**config.mk**
```make
export PLATFORM = sky130hd
export DESIGN_NAME = ctrl_fsm
export DESIGN_NICKNAME = d
export VERILOG_FILES = /design/src/rtl/ctrl_fsm_pkg.sv /design/src/rtl/ctrl_opdec.sv /design/src/rtl/ctrl_fsm.sv
export SDC_FILE = /design/constraint.sdc
export NUM_CORES = 1
export LEC_CHECK = 0
export CAP_MARGIN = 10
export CORE_UTILIZATION = 44
export DETAILED_ROUTE_END_ITERATION = 16
export GPL_TIMING_DRIVEN = 1
export PLACE_DENSITY = 0.85
export SKIP_CTS_REPAIR_TIMING = 1
export SLEW_MARGIN = 20
export SYNTH_ARGS = -nofsm -noshare
export SYNTH_HDL_FRONTEND = slang
export SYNTH_SLANG_ARGS = --single-unit
```
**constraint.sdc**
```tcl
create_clock -name i_clk -period 3.04 [get_ports i_clk]
set_input_delay 0.608 -clock i_clk [delete_from_list [all_inputs] [get_ports i_clk]]
set_output_delay 0.608 -clock i_clk [all_outputs]
set_load 0.02 [all_outputs]
```
**src/rtl/ctrl_fsm_pkg.sv**
```systemverilog
// Shared definitions for the ctrl_fsm control unit: state encoding, opcodes,
// immediate-format bit positions and the EBREAK word.
package ctrl_fsm_pkg;

   typedef enum logic [2:0] {
      ST_FETCH  = 3'd0,
      ST_DECODE = 3'd1,
      ST_EXEC   = 3'd2,
      ST_MEM    = 3'd3,
      ST_WB     = 3'd4,
      ST_HALT   = 3'd5
   } state_t;

   localparam logic [6:0] OP_OP     = 7'b0110011;
   localparam logic [6:0] OP_IMM    = 7'b0010011;
   localparam logic [6:0] OP_LOAD   = 7'b0000011;
   localparam logic [6:0] OP_JALR   = 7'b1100111;
   localparam logic [6:0] OP_SYSTEM = 7'b1110011;
   localparam logic [6:0] OP_STORE  = 7'b0100011;
   localparam logic [6:0] OP_BRANCH = 7'b1100011;
   localparam logic [6:0] OP_LUI    = 7'b0110111;
   localparam logic [6:0] OP_AUIPC  = 7'b0010111;
   localparam logic [6:0] OP_JAL    = 7'b1101111;

   localparam int unsigned FMT_R = 0;
   localparam int unsigned FMT_I = 1;
   localparam int unsigned FMT_S = 2;
   localparam int unsigned FMT_B = 3;
   localparam int unsigned FMT_U = 4;
   localparam int unsigned FMT_J = 5;
   localparam int unsigned FMT_W = 6;

   localparam logic [31:0] EBREAK = 32'h00100073;

   // Formats whose instructions produce a register-file result.
   function automatic logic writes_rd(input logic [FMT_W-1:0] fmt);
      return fmt[FMT_R] | fmt[FMT_I] | fmt[FMT_U] | fmt[FMT_J];
   endfunction

endpackage

```
**src/rtl/ctrl_opdec.sv**
```systemverilog
// Combinational opcode decoder: one-hot immediate format plus load/store/ebreak
// flags for the sequencer in ctrl_fsm.
module ctrl_opdec
   import ctrl_fsm_pkg::*;
(
   input  logic [31:0]      inst,
   output logic [FMT_W-1:0] format,
   output logic             is_load,
   output logic             is_store,
   output logic             is_ebreak
);

   logic [6:0] opcode;

   assign opcode = inst[6:0];

   always_comb begin
      format = '0;
      case (opcode)
         OP_OP:                                   format[FMT_R] = 1'b1;
         OP_IMM, OP_LOAD, OP_JALR, OP_SYSTEM:     format[FMT_I] = 1'b1;
         OP_STORE:                                format[FMT_S] = 1'b1;
         OP_BRANCH:                               format[FMT_B] = 1'b1;
         OP_LUI, OP_AUIPC:                        format[FMT_U] = 1'b1;
         OP_JAL:                                  format[FMT_J] = 1'b1;
         default:                                 format = '0;
      endcase
   end

   assign is_load   = (opcode == OP_LOAD);
   assign is_store  = (opcode == OP_STORE);
   // EBREAK is identified by the whole word, not just its SYSTEM opcode.
   assign is_ebreak = (inst == EBREAK);

endmodule

```
**src/rtl/ctrl_fsm.sv**
```systemverilog
// Multi-cycle instruction sequencer: FETCH -> DECODE -> EXEC -> [MEM] -> WB.
// Define CTRL_ILLEGAL_TRAP_EN to halt on opcodes that decode to no format.
module ctrl_fsm
   import ctrl_fsm_pkg::*;
(
   input  logic        i_clk,
   input  logic        i_rst,
   input  logic        i_imem_ready,
   input  logic [31:0] i_imem_rdata,
   input  logic        i_dmem_ready,
   output logic        o_imem_req,
   output logic        o_dmem_req,
   output logic        o_dmem_wen,
   output logic [31:0] o_inst,
   output logic [5:0]  o_format,
   output logic        o_rf_we,
   output logic        o_pc_we,
   output logic        o_halt,
   output logic [2:0]  o_state
);

   state_t           state;
   state_t           state_next;
   logic [FMT_W-1:0] dec_format;
   logic             dec_load;
   logic             dec_store;
   logic             dec_ebreak;

   ctrl_opdec u_opdec (
      .inst      (o_inst),
      .format    (dec_format),
      .is_load   (dec_load),
      .is_store  (dec_store),
      .is_ebreak (dec_ebreak)
   );

   always_ff @(posedge i_clk or posedge i_rst) begin
      if (i_rst) begin
         state <= ST_FETCH;
      end else begin
         state <= state_next;
      end
   end

   always_ff @(posedge i_clk or posedge i_rst) begin
      if (i_rst) begin
         o_inst   <= '0;
         o_format <= '0;
      end else begin
         if (state == ST_FETCH && i_imem_ready) begin
            o_inst <= i_imem_rdata;
         end
         if (state == ST_DECODE) begin
            o_format <= dec_format;
         end
      end
   end

   always_comb begin
      state_next = state;
      case (state)
         ST_FETCH:  if (i_imem_ready) state_next = ST_DECODE;
         ST_DECODE: state_next = ST_EXEC;
         ST_EXEC: begin
            if (dec_load || dec_store) begin
               state_next = ST_MEM;
            end else if (dec_ebreak) begin
               state_next = ST_HALT;
`ifdef CTRL_ILLEGAL_TRAP_EN
            end else if (o_format == '0) begin
               state_next = ST_HALT;
`endif
            end else begin
               state_next = ST_WB;
            end
         end
         ST_MEM:    if (i_dmem_ready) state_next = ST_WB;
         ST_WB:     state_next = ST_FETCH;
         ST_HALT:   state_next = ST_HALT;
         default:   state_next = ST_FETCH;
      endcase
   end

   // The fetch request is masked while reset is held so all requests read 0.
   always_comb begin
      o_imem_req = (state == ST_FETCH) && !i_rst;
      o_dmem_req = (state == ST_MEM);
      o_dmem_wen = (state == ST_MEM) && dec_store;
      o_pc_we    = (state == ST_WB);
      o_rf_we    = (state == ST_WB) && writes_rd(o_format) && (o_inst[11:7] != 5'd0);
      o_halt     = (state == ST_HALT);
      o_state    = state;
   end

endmodule

```
==> impl_summary.md, run 1 <==
STA
Summed over all failing endpoints, the final setup total negative slack is 0 ps. The final worst setup slack is ~180 ps. The final worst-path cycle share is 94.04%. Setup repair after global routing left no endpoint under its margin. Setup violations remaining at the end of the flow were counted as 0.

The clock skew after layout is 6.655 ps. The final hold violation count is 0. The worst pin sits at a relative slew slack of between 60% and 70%. For the finished layout, the period the worst path requires is between 2000 and 3000 ps. Static timing analysis puts the maximum clock frequency at 349.8 MHz. For the pin with the worst max-slew slack, the measured transition is 492.1 ps. The max-slew violation total from the final report is 0.

Yosys
The post-synthesis cell count is 140. In the synthesized netlist, mux cells make up 19.32% of the area. The synthesized design contains 0 enable-type register cells. The average instance area after synthesis is 12.86 sq um.

The dominant combinational cell family by area after synthesis is multiplexers. The synthesized netlist devotes 14.18% of its cell area to simple gates. Summed over its instances, the top area cell type makes up 56.98% of the synthesized netlist area. For this run, the number of Yosys warnings is 0. After Yosys synthesis, XOR and XNOR cells account for 0% of the synthesized area. The cell area after technology mapping is between 1500 and 2000 sq um. The number of different library cells used by synthesis comes to 32. The most used flip-flop cell after synthesis is sky130_fd_sc_hd__dfrtp_1. The flip-flop and latch count after synthesis is 41. The commonest cells after synthesis are 41 x sky130_fd_sc_hd__dfrtp_1, 24 x sky130_fd_sc_hd__mux2_2, 14 x sky130_fd_sc_hd__nand2_1.

The proportion of register bits with asynchronous set or reset after synthesis is 100.0%. The synthesized-area fraction occupied by adder cells is 0%. By area the synthesized netlist is led by sky130_fd_sc_hd__dfrtp_1 57%, sky130_fd_sc_hd__mux2_2 15%, sky130_fd_sc_hd__mux2_1 3.8%. The most common cell in the synthesized netlist is sky130_fd_sc_hd__dfrtp_1. The number of nets in the synthesized netlist is 176. Summed over all instances, the cell type with the most area after synthesis is sky130_fd_sc_hd__dfrtp_1.

After synthesis, flip-flops and latches occupy 56.98% of the total area. Summing the areas of all compound-gate instances in the mapped netlist gives 6.185% of the synthesized area.

Clock tree
The number of levels the H-tree was split into is 2. CTS placed an instance of sky130_fd_sc_hd__clkbuf_8 at the clock tree root. The clock tree from TritonCTS is built. The clock reaches the later pin of the worst-skew pair after between 200 and 300 ps. Buffers inserted during clock tree synthesis total 5.

The clock-pin slew reported for the worst setup and hold paths after clock tree synthesis is ~70 ps. The number of buffers on the longest clock path is 2. For this design, the sink count on the clock tree is 41.

Power and ir drop
The total chip power is 2879 uW. The ratio of total power to cell area is 1047 nW/um^2. The leakage dissipation is 0.001103 uW. Across the VDD grid, the largest voltage drop is about 660 uV.

Floorplan
During I/O placement, the number of pins put on the boundary was 83. The area enclosed by the die boundary is 4352 sq um. The area of the placeable core is 3799 sq um.

The floorplan row count is 22. The die span in x is about 66 um. The die is 65.97 um tall. The initial utilization of the core area, before any placement, comes to 47.40%.

Placement
Summed over all nets, the half-perimeter wirelength after detailed placement is 3410 um. The final RePlAce weighted congestion is 0.8471. Before CTS, the worst setup slack after placement is around 480 ps.

In this run the tool buffered the top-level ports with between 80 and 90 buffer cells.

Finish
After the last flow step, the layout net total stands at 262. The area growth from synthesis to layout is 52.68%. The share of final-layout standard cells stronger than drive strength 1 is 15.86%. The number of antenna cells inserted is 0.

Routing
In the routed layout, each cell is associated on average with a via count of 5.389. The final layout contains routed wiring with a total length of 4530 um. The violation count after the first detailed-route iteration is between 150 and 200. The number of remaining DRC errors is 0. The via count is 1482. Dividing the detail-routed wire length by the instance count gives 16.47 um. The number of optimization iterations in the first detailed-route pass is 4. The number of nets with antenna violations after routing is 0.

Run
Max-cap violations in this run came to 0.

Critical path
The launching element type of the critical path is a flip-flop. The required time of the critical path is 2430 ps. The signal arrival time at the worst endpoint is 2250 ps. The critical path class is reg -> out. In this run the worst path has a maximum fanout of 11.

The type of element capturing the critical path is an output port.

Global routing
The total congestion overflow after global routing is 0. The number of antenna violations at the first check in global routing was 0. The via count of the first global-routing pass came to 1518. The largest net degree at the start of global routing is 42. Global routing consumed, over all layers together, 23.07% of the routing resources. The wire length of the first global-routing pass is 7383 um.

Min path
The tightest min-delay check is of the reg -> reg type.

Run status
The flow ran to the end, and the final reports show no timing, DRC or antenna violations.
-- where the power goes --
part | switching, uW | total, uW | leakage, uW | internal (uW)
registers | 280 | 1070 | 0.000499 | 794
logic | 699 | 1470 | 0.000564 | 774
clock network | 169 | 333 | 0.0000395 | 163
total | 1150 | 2880 | 0.00110 | 1730
-- placed cells by master (no fill, tap or decap) --
cell and instances:
sky130_fd_sc_hd__or4_4 1, sky130_fd_sc_hd__clkbuf_1 3, sky130_fd_sc_hd__buf_4 3, sky130_fd_sc_hd__dfrtp_1 41, sky130_fd_sc_hd__nor2b_1 2, sky130_fd_sc_hd__nand2_1 14
sky130_fd_sc_hd__a21oi_1 1, sky130_fd_sc_hd__nor4bb_2 1, sky130_fd_sc_hd__nor3b_1 3, sky130_fd_sc_hd__nor4b_4 1, sky130_fd_sc_hd__nand3b_1 1, sky130_fd_sc_hd__o2111ai_1 1
sky130_fd_sc_hd__a32o_1 1, sky130_fd_sc_hd__nand3_1 2, sky130_fd_sc_hd__inv_1 5, sky130_fd_sc_hd__mux2i_1 1, sky130_fd_sc_hd__nor2_1 2, sky130_fd_sc_hd__and2_1 1
sky130_fd_sc_hd__mux2_2 24, sky130_fd_sc_hd__nor2_4 1, sky130_fd_sc_hd__o31ai_1 1, sky130_fd_sc_hd__a22o_1 1, sky130_fd_sc_hd__nor4_1 7, sky130_fd_sc_hd__clkdlybuf4s50_1 82
sky130_fd_sc_hd__o21ai_0 5, sky130_fd_sc_hd__nand4_1 2, sky130_fd_sc_hd__a2111o_1 1, sky130_fd_sc_hd__nor3_1 3, sky130_fd_sc_hd__clkbuf_8 5, sky130_fd_sc_hd__o311ai_1 1
sky130_fd_sc_hd__nor4b_1 1, sky130_fd_sc_hd__o41ai_1 3, sky130_fd_sc_hd__mux2_1 6
-- final timing paths --
path,startpoint,end,slack [ps],cells after the start
hold / removal,o_format[3],o_format[3],520,2
setup / recovery,o_state[1],o_dmem_wen,180,4
setup reg to reg,o_state[0],o_format[4],1250,4
min in group asynchronous,i_rst,o_inst[20],780,3
hold reg to reg,o_format[3],o_format[3],520,2
max in group asynchronous,i_rst,o_inst[11],1910,3
-- metal layers --
metal	part of all wire (%)	routed length, um	track usage [%]	up-vias
li1	-	-	-	686
met1	41	1849	28.22	720
met2	51	2319	39.41	71
met3	7.1	321	7.241	5
met4	0.88	40	5.585	0
met5	0	0	0	-
-- flip-flops by register name (all words and copies together) (netlist names) --
register and cells:
o_format 6, o_inst 32, o_state 3
-- metrics by stage --
stage,hold slack [ps],cell area (sq um),instances,utilization [%]
after global routing,528.7,2749,275,72.37
after floorplan,579.0,1800,140,-
final,520.5,2749,275,72.37
after detailed placement,492.5,2663,267,70.09
after global placement,471.0,2663,267,70.09
after CTS,512.7,2743,275,72.20
-- cell families (layout without fill, tap and decap cells) --
family,Yosys count,count (layout)
multiplexers,31,31
buffers and inverters,11,98
AO/OA/AOI/OAI,15,15
flip-flops,41,41
AND/OR/NAND/NOR,42,42
-- final cells by class --
cell class              instances  area (sq um)
clock buffers                   8         80.08
well taps                      48         60.06
repair buffers                 85         843.3
flip-flops and latches         41          1026
inverters                       5         18.77
fillers                       263          1050
multi-input cells              88         720.7
-- critical path, stage by stage, from the launching register on --
cell,delay (ps)
sky130_fd_sc_hd__dfrtp_1,560
sky130_fd_sc_hd__nor2b_1,280
sky130_fd_sc_hd__and2_1,180
sky130_fd_sc_hd__nor4b_1,270
sky130_fd_sc_hd__clkdlybuf4s50_1,670
(Power assumes the default switching activity.)
==> run 2: changes to the inputs <==
GPL_TIMING_DRIVEN = 0   (was 1)
==> impl_summary.md, run 2 (synthesis gave the netlist of run 1 again) <==
Global routing
The total congestion overflow after global routing is 0 (unchanged). The wire length of the first global-routing pass was 6893 um (was 7383 um). The all-layer global routing usage is 21.84% (was 23.07%). The largest net degree at the start of global routing was 23 (was 42). The number of antenna violations at the first check in global routing is 0 (unchanged). The via count of the first global-routing pass is 1480 (was 1518).

Placement
The number of input and output port buffers inserted is 82 (unchanged). The cell count after placement is 271 (was 267). The detailed placer's ending HPWL is 3210 um (was 3410 um). The final RePlAce weighted congestion came to 0.8076 (was 0.8471).

Critical path
The cell with the largest stage delay on the worst path is sky130_fd_sc_hd__clkdlybuf4s50_1 (unchanged). The depth of the worst register-to-register path is 3 (was 4). The required time of the critical path is 2430 ps (about the same). CP cell instances: inv_1, nor3_1, nor3b_1, clkdlybuf4s50_1 (was nor2b_1, and2_1, nor4b_1, clkdlybuf4s50_1). The number of buffers and inverters on the critical path came to 2 (was 1).

The end of the worst register-to-register path is o_inst[22] (was o_format[4]). The launch point of the critical path was o_state[2] (was o_state[1]). The launching element type of the critical path is a flip-flop (unchanged). The slack of the worst reg-to-reg path is 1230 ps (was 1250 ps). The critical path class was reg -> out (unchanged). The beginning of the worst register-to-register path is o_state[2] (was o_state[0]). The largest stage delay on the critical path is 630 ps (was 670 ps). The category of cells accounting for the largest share of critical-path delay is buffers and inverters (was simple AND/OR/NAND/NOR gates). The top fanout value on the critical path is 7 (was 11). The type of element capturing the critical path is an output port (unchanged). The signal arrival time at the worst endpoint was 2050 ps (was 2250 ps).

Routing
The wire length on met2 came to 1913 um (was 2319 um). The number of remaining DRC errors was 0 (unchanged). The vias per cell is 5.260 (was 5.389). The met3 layer wire length in the routed design is 358 um (was 321 um). The number of optimization iterations in the first detailed-route pass is 4 (unchanged). The routed metal-1 wirelength came to 1848 um (was 1849 um). The number of nets with antenna violations after routing is 0 (unchanged). The uppermost metal layer occupied by signal nets is met4 (unchanged). The final wirelength came to 4171 um (was 4530 um). The via count is 1457 (was 1482). The routed length per placed instance was 15.06 um (was 16.47 um). The violation count after the first detailed-route iteration is 121 (was 185).

Finish
The share of final-layout standard cells stronger than drive strength 1 is 18.34% (was 15.86%). The multi-input logic area is 720.7 sq um (unchanged). The number of inserted filler cells in the final layout is 265 (was 263). The relative area change from synthesis to final layout came to 55.04% (was 52.68%). The number of nets in the finished design is 266 (was 262).

The number of antenna cells inserted is 0 (unchanged). The register with the highest flop count is o_inst (unchanged). The flip-flop count of the largest register after layout is 32 (unchanged).

The final design utilization is 73.48% (was 72.37%). The total area of sequential cells is 1026 sq um (unchanged). The leading cell type in the layout, fill and taps excluded is sky130_fd_sc_hd__clkdlybuf4s50_1 (unchanged). Commonest cells after routing, fill and taps aside: 81 x sky130_fd_sc_hd__clkdlybuf4s50_1, 41 x sky130_fd_sc_hd__dfrtp_1, 24 x sky130_fd_sc_hd__mux2_2 (was 82 x sky130_fd_sc_hd__clkdlybuf4s50_1, 41 x sky130_fd_sc_hd__dfrtp_1, 24 x sky130_fd_sc_hd__mux2_2).

The final non-filler cell total was 277 (was 275).

Run
The number of max-capacitance violations reported is 0 (unchanged).

Power and ir drop
The largest voltage drop on the vdd net was 595.5 uV (was 664.3 uV). The net load switching power is 1130 uW (was 1148 uW). The leakage dissipation came to 0.001148 uW (was 0.001103 uW). The clock network fraction of design power is 11.2% (was 11.5%).

The portion of total power attributed to sequential cells is 35.9% (was 37.3%). The proportion of total power due to net switching came to 39.32% (was 39.88%). The ratio of total power to cell area is 1030 nW/um^2 (was 1047 nW/um^2). The cell-internal power is 1745 uW (was 1731 uW). The proportion of power drawn by combinational gates came to 53.0% (was 51.2%).

Min path
The worst min-delay path endpoint is o_format[2] (was o_format[3]). The kind of path behind the tightest hold check is reg -> reg (unchanged). The source of the worst hold timing path was o_format[2] (was o_format[3]). The number of cells on the worst hold path came to 2 (unchanged).

Floorplan
The floorplan row count is 22 (unchanged). The area of the placeable core was 3799 sq um (unchanged). The initial standard-cell utilization of the core is 47.40% (unchanged). The die span in x was 65.97 um (unchanged). The boundary pin count was 83 (unchanged). The area enclosed by the die boundary is 4352 sq um (unchanged). The vertical extent of the die was 65.97 um (unchanged).

Clock tree
The clock-pin slew reported for the worst setup and hold paths after clock tree synthesis is 70 ps (about the same). The number of CTS-inserted buffers is 5 (unchanged). The latest clock arrival within the worst-skew pair is 290 ps (about the same). The number of buffers on the longest clock path is 2 (unchanged). The clock sink count came to 41 (unchanged). The number of levels the H-tree was split into is 2 (unchanged). The clock tree from TritonCTS is built (unchanged). The clock root buffer was sky130_fd_sc_hd__clkbuf_8 (unchanged).

STA
The clock skew after layout is 4.775 ps (was 6.655 ps). The final-report setup violation count came to 0 (unchanged). The final worst-path cycle share was 87.35% (was 94.04%). The actual slew at the worst max-slew pin is 505.6 ps (was 492.1 ps). The sum of negative setup slack came to 0 ps (unchanged). RSZ-0062 raised after global routing: false (unchanged). The final hold violation count is 0 (unchanged). The clock period minus final worst setup slack is 2656 ps (was 2859 ps). The tightest slew margin relative to the limit is 66.24% (was 67.20%). The max-slew violation total from the final report came to 0 (unchanged). The maximum operating frequency is 376.6 MHz (was 349.8 MHz).

Run status
Run status: finished, final reports clean (unchanged).
==> run 2: changes by cell type in the layout (fill, tap and decap cells not counted) <==
| cell | previous run | this run |
|---|---|---|
| sky130_fd_sc_hd__inv_1 | 5 | 4 |
| sky130_fd_sc_hd__buf_16 | 0 | 1 |
| sky130_fd_sc_hd__buf_6 | 0 | 1 |
| sky130_fd_sc_hd__clkinv_2 | 0 | 1 |
| sky130_fd_sc_hd__inv_2 | 0 | 1 |
| sky130_fd_sc_hd__buf_2 | 0 | 3 |
| sky130_fd_sc_hd__dlymetal6s2s_1 | 0 | 1 |
| sky130_fd_sc_hd__buf_4 | 3 | 2 |
| sky130_fd_sc_hd__clkbuf_1 | 3 | 0 |
| sky130_fd_sc_hd__clkdlybuf4s50_1 | 82 | 81 |
==> run 2: worst max-delay path by stage <==
stage | end | slack, ps | cells after the start
2_1_floorplan | o_dmem_wen | 550 | 4
3_3_place_gp | o_dmem_wen | 500 | 4
3_5_place_dp | o_dmem_wen | 420 | 4
4_1_cts | o_dmem_wen | 100 | 4
5_1_grt | o_rf_we | 230 | 4
6_report | o_rf_we | 380 | 4
==> run 2: power by group through the flow <==
stage | clock network [uW] | registers (uW) | logic [uW]
after floorplan | 0 | 1300 | 540
after global placement | 0 | 1030 | 1500
after detailed placement | 0 | 1040 | 1520
after CTS | 330 | 1030 | 1530
after global routing | 363 | 1070 | 1620
final | 321 | 1030 | 1520
==> run 2: worst reg2reg max path, stage by stage (launching register included) <==
cell and delay (ps):
sky130_fd_sc_hd__dfrtp_1 470, sky130_fd_sc_hd__nor4b_4 550, sky130_fd_sc_hd__buf_2 330, sky130_fd_sc_hd__mux2_1 350
==> run 2: layer usage <==
layer | up-vias | global-route usage [%]
met5 | - | 0
met1 | 685 | 28.19
li1 | 700 | -
met2 | 65 | 32.91
met4 | 0 | 6.649
met3 | 7 | 9.655
==> run 2: stage by stage <==
stage | hold slack [ps] | worst slack [ps] | instance area [sq um] | power [uW]
2_1_floorplan | 579.0 | 550.6 | 1800 | 1842
3_3_place_gp | 457.1 | 500.8 | 2681 | 2532
3_5_place_dp | 468.1 | 419.2 | 2709 | 2560
4_1_cts | 484.0 | 97.21 | 2783 | 2889
5_1_grt | 546.8 | 226.6 | 2791 | 3063
6_report | 483.5 | 384.4 | 2791 | 2875
==> run 2: final cells by class <==
cell class	instances	area share [%]
clock buffers	5	2.465
repair buffers	83	30.48
plain buffers	6	1.479
flip-flops and latches	41	36.75
well taps	48	2.151
multi-input cells	88	25.82
inverters	5	0.6723
clock inverters	1	0.1793
==> run 3: changes to the inputs <==
CELL_PAD_IN_SITES_DETAIL_PLACEMENT = 2   (was default)
CELL_PAD_IN_SITES_GLOBAL_PLACEMENT = 2   (was default)
CORE_UTILIZATION = 27   (was 44)
PLACE_DENSITY = default   (was 0.85)
PLACE_DENSITY_LB_ADDON = 0.1   (was default)
==> impl_summary.md, run 3 (synthesis gave the netlist of run 1 again) <==
Routing
The routed length per placed instance is 17.43 um (was 15.06 um). The vias per cell came to 4.880 (was 5.260). The number of optimization iterations in the first detailed-route pass is 4 (unchanged). The number of nets with antenna violations after routing is 0 (unchanged).

The number of remaining DRC errors came to 0 (unchanged). The via count is 1503 (was 1457). The final wirelength is 5368 um (was 4171 um).

The violation count after the first detailed-route iteration is 33 (was 121).

Finish
The final design utilization is 45.06% (was 73.48%). The register with the highest flop count is o_inst (unchanged). The total area of sequential cells is 1026 sq um (unchanged). Commonest cells after routing, fill and taps aside: 82 x sky130_fd_sc_hd__clkdlybuf4s50_1, 41 x sky130_fd_sc_hd__dfrtp_1, 24 x sky130_fd_sc_hd__mux2_2 (was 81 x sky130_fd_sc_hd__clkdlybuf4s50_1, 41 x sky130_fd_sc_hd__dfrtp_1, 24 x sky130_fd_sc_hd__mux2_2). The post-route cell area came to 2878 sq um (was 2791 sq um). The relative area change from synthesis to final layout is 59.83% (was 55.04%). The flip-flop count of the largest register after layout is 32 (unchanged). The number of nets in the finished design is 266 (unchanged). The leading cell type in the layout, fill and taps excluded is sky130_fd_sc_hd__clkdlybuf4s50_1 (unchanged). The share of final-layout standard cells stronger than drive strength 1 came to 19.05% (was 18.34%). The number of antenna cells inserted was 0 (unchanged).

The multi-input logic area came to 720.7 sq um (unchanged). The number of inserted filler cells in the final layout was 641 (was 265).

Critical path
The type of element capturing the critical path was an output port (unchanged). The critical path class is reg -> out (unchanged). The launching element type of the critical path is a flip-flop (unchanged). The required time of the critical path came to 2430 ps (about the same). The launch point of the critical path is o_inst[2] (was o_state[2]). The beginning of the worst register-to-register path was o_state[2] (unchanged). The top fanout value on the critical path was 6 (was 7). The signal arrival time at the worst endpoint came to 2360 ps (was 2050 ps).

Global routing
The all-layer global routing usage is 16.41% (was 21.84%). The largest net degree at the start of global routing is 35 (was 23). The wire length of the first global-routing pass is 8942 um (was 6893 um). The via count of the first global-routing pass is 1731 (was 1480). The total congestion overflow after global routing is 0 (unchanged). The number of antenna violations at the first check in global routing came to 0 (unchanged).

STA
The max-slew violation total from the final report is 0 (unchanged). The clock skew after layout came to 5.770 ps (was 4.775 ps). RSZ-0062 raised after global routing: false (unchanged).

The final hold violation count came to 0 (unchanged). The tightest slew margin relative to the limit came to 63.53% (was 66.24%). The final worst-path cycle share is 97.65% (was 87.35%).

The maximum operating frequency was 336.9 MHz (was 376.6 MHz). The final worst setup slack was 71.59 ps (was 384.4 ps). The actual slew at the worst max-slew pin is 544.8 ps (was 505.6 ps).

The final-report setup violation count is 0 (unchanged). The tightest hold margin is 487.4 ps (was 483.5 ps). The clock period minus final worst setup slack is 2968 ps (was 2656 ps).

Run
The number of max-capacitance violations reported is 0 (unchanged).

Min path
The kind of path behind the tightest hold check is reg -> reg (unchanged). The source of the worst hold timing path is o_format[3] (was o_format[2]).

Floorplan
The die span in x came to 83.66 um (was 65.97 um). The vertical extent of the die is 83.66 um (was 65.97 um). The area enclosed by the die boundary came to 6999 sq um (was 4352 sq um). The boundary pin count was 83 (unchanged).

The initial standard-cell utilization of the core was 28.19% (was 47.40%). The floorplan row count is 29 (was 22). The area of the placeable core is 6386 sq um (was 3799 sq um).

Power and ir drop
The total chip power was 3116 uW (was 2875 uW). The ratio of total power to cell area is 1083 nW/um^2 (was 1030 nW/um^2). The largest voltage drop on the vdd net came to 513.5 uV (was 595.5 uV).

The leakage dissipation came to 0.001154 uW (was 0.001148 uW).

Clock tree
The clock sink count is 41 (unchanged). The number of CTS-inserted buffers is 5 (unchanged). The number of levels the H-tree was split into is 2 (unchanged). The clock tree from TritonCTS is built (unchanged). The latest clock arrival within the worst-skew pair is 300 ps (was 290 ps). The clock-pin slew reported for the worst setup and hold paths after clock tree synthesis was 80 ps (was 70 ps). The clock root buffer is sky130_fd_sc_hd__clkbuf_8 (unchanged). The number of buffers on the longest clock path is 2 (unchanged).

Placement
The final RePlAce weighted congestion is 0.7232 (was 0.8076). The number of input and output port buffers inserted came to 82 (unchanged). The placed instance area is 2738 sq um (was 2709 sq um).

The worst-case setup slack after placement is 276.2 ps (was 419.2 ps). The detailed placer's ending HPWL came to 4128 um (was 3210 um).

Run status
Run status: finished, final reports clean (unchanged).
run 3: cell count changes in the layout (fill, tap and decap cells not counted), sizes merged:
cell / before / now
bufinv: 0 / 2
clkdlybuf4s50: 81 / 82
dlymetal6s2s: 1 / 0
run 3: routing by layer:
layer,GRT usage (%),vias to the layer above,share of wire (%)
li1,-,694,-
met1,20.20,749,43
met2,28.16,51,50
met3,4.154,9,5.4
met4,5.085,0,1.2
met5,0,-,0
run 3: layout make-up:
type / count / area share [%]
Sequential cell: 41 / 35.65
Timing Repair Buffer: 83 / 29.22
Multi-Input combinational cell: 88 / 25.04
Tap cell: 77 / 3.348
Clock buffer: 5 / 2.391
Clock inverter: 3 / 2.261
Buffer: 6 / 1.435
Inverter: 5 / 0.6522
run 3: stage by stage:
stage	TNS [ps]	instances
CTS	-65.77	308
global placement	0	299
finish	0	308
global route	0	308
floorplan	0	140
detailed placement	0	300
run 3: path summary, 6_finish.rpt:
path / slack, ps / cells past startpoint / endpoint
max reg2reg: 1120 / 3 / o_inst[20]
max in group asynchronous: 2020 / 3 / o_state[0]
min in group asynchronous: 580 / 2 / o_inst[29]
max: 70 / 4 / o_dmem_wen
min: 490 / 2 / o_format[3]
min reg2reg: 490 / 2 / o_format[3]
run 3: report_power, final:
part	internal, uW	switching, uW	total [uW]	leakage [uW]
Sequential	794	258	1050	0.000499
Clock	326	195	521	0.0000681
Combinational	798	745	1540	0.000586
Total	1920	1200	3120	0.00115
run 3: critical path: stages (launching register included):
cell	delay, ps
sky130_fd_sc_hd__dfrtp_1	460
sky130_fd_sc_hd__nor4bb_2	380
sky130_fd_sc_hd__nand2_1	230
sky130_fd_sc_hd__nor4b_1	330
sky130_fd_sc_hd__clkdlybuf4s50_1	670
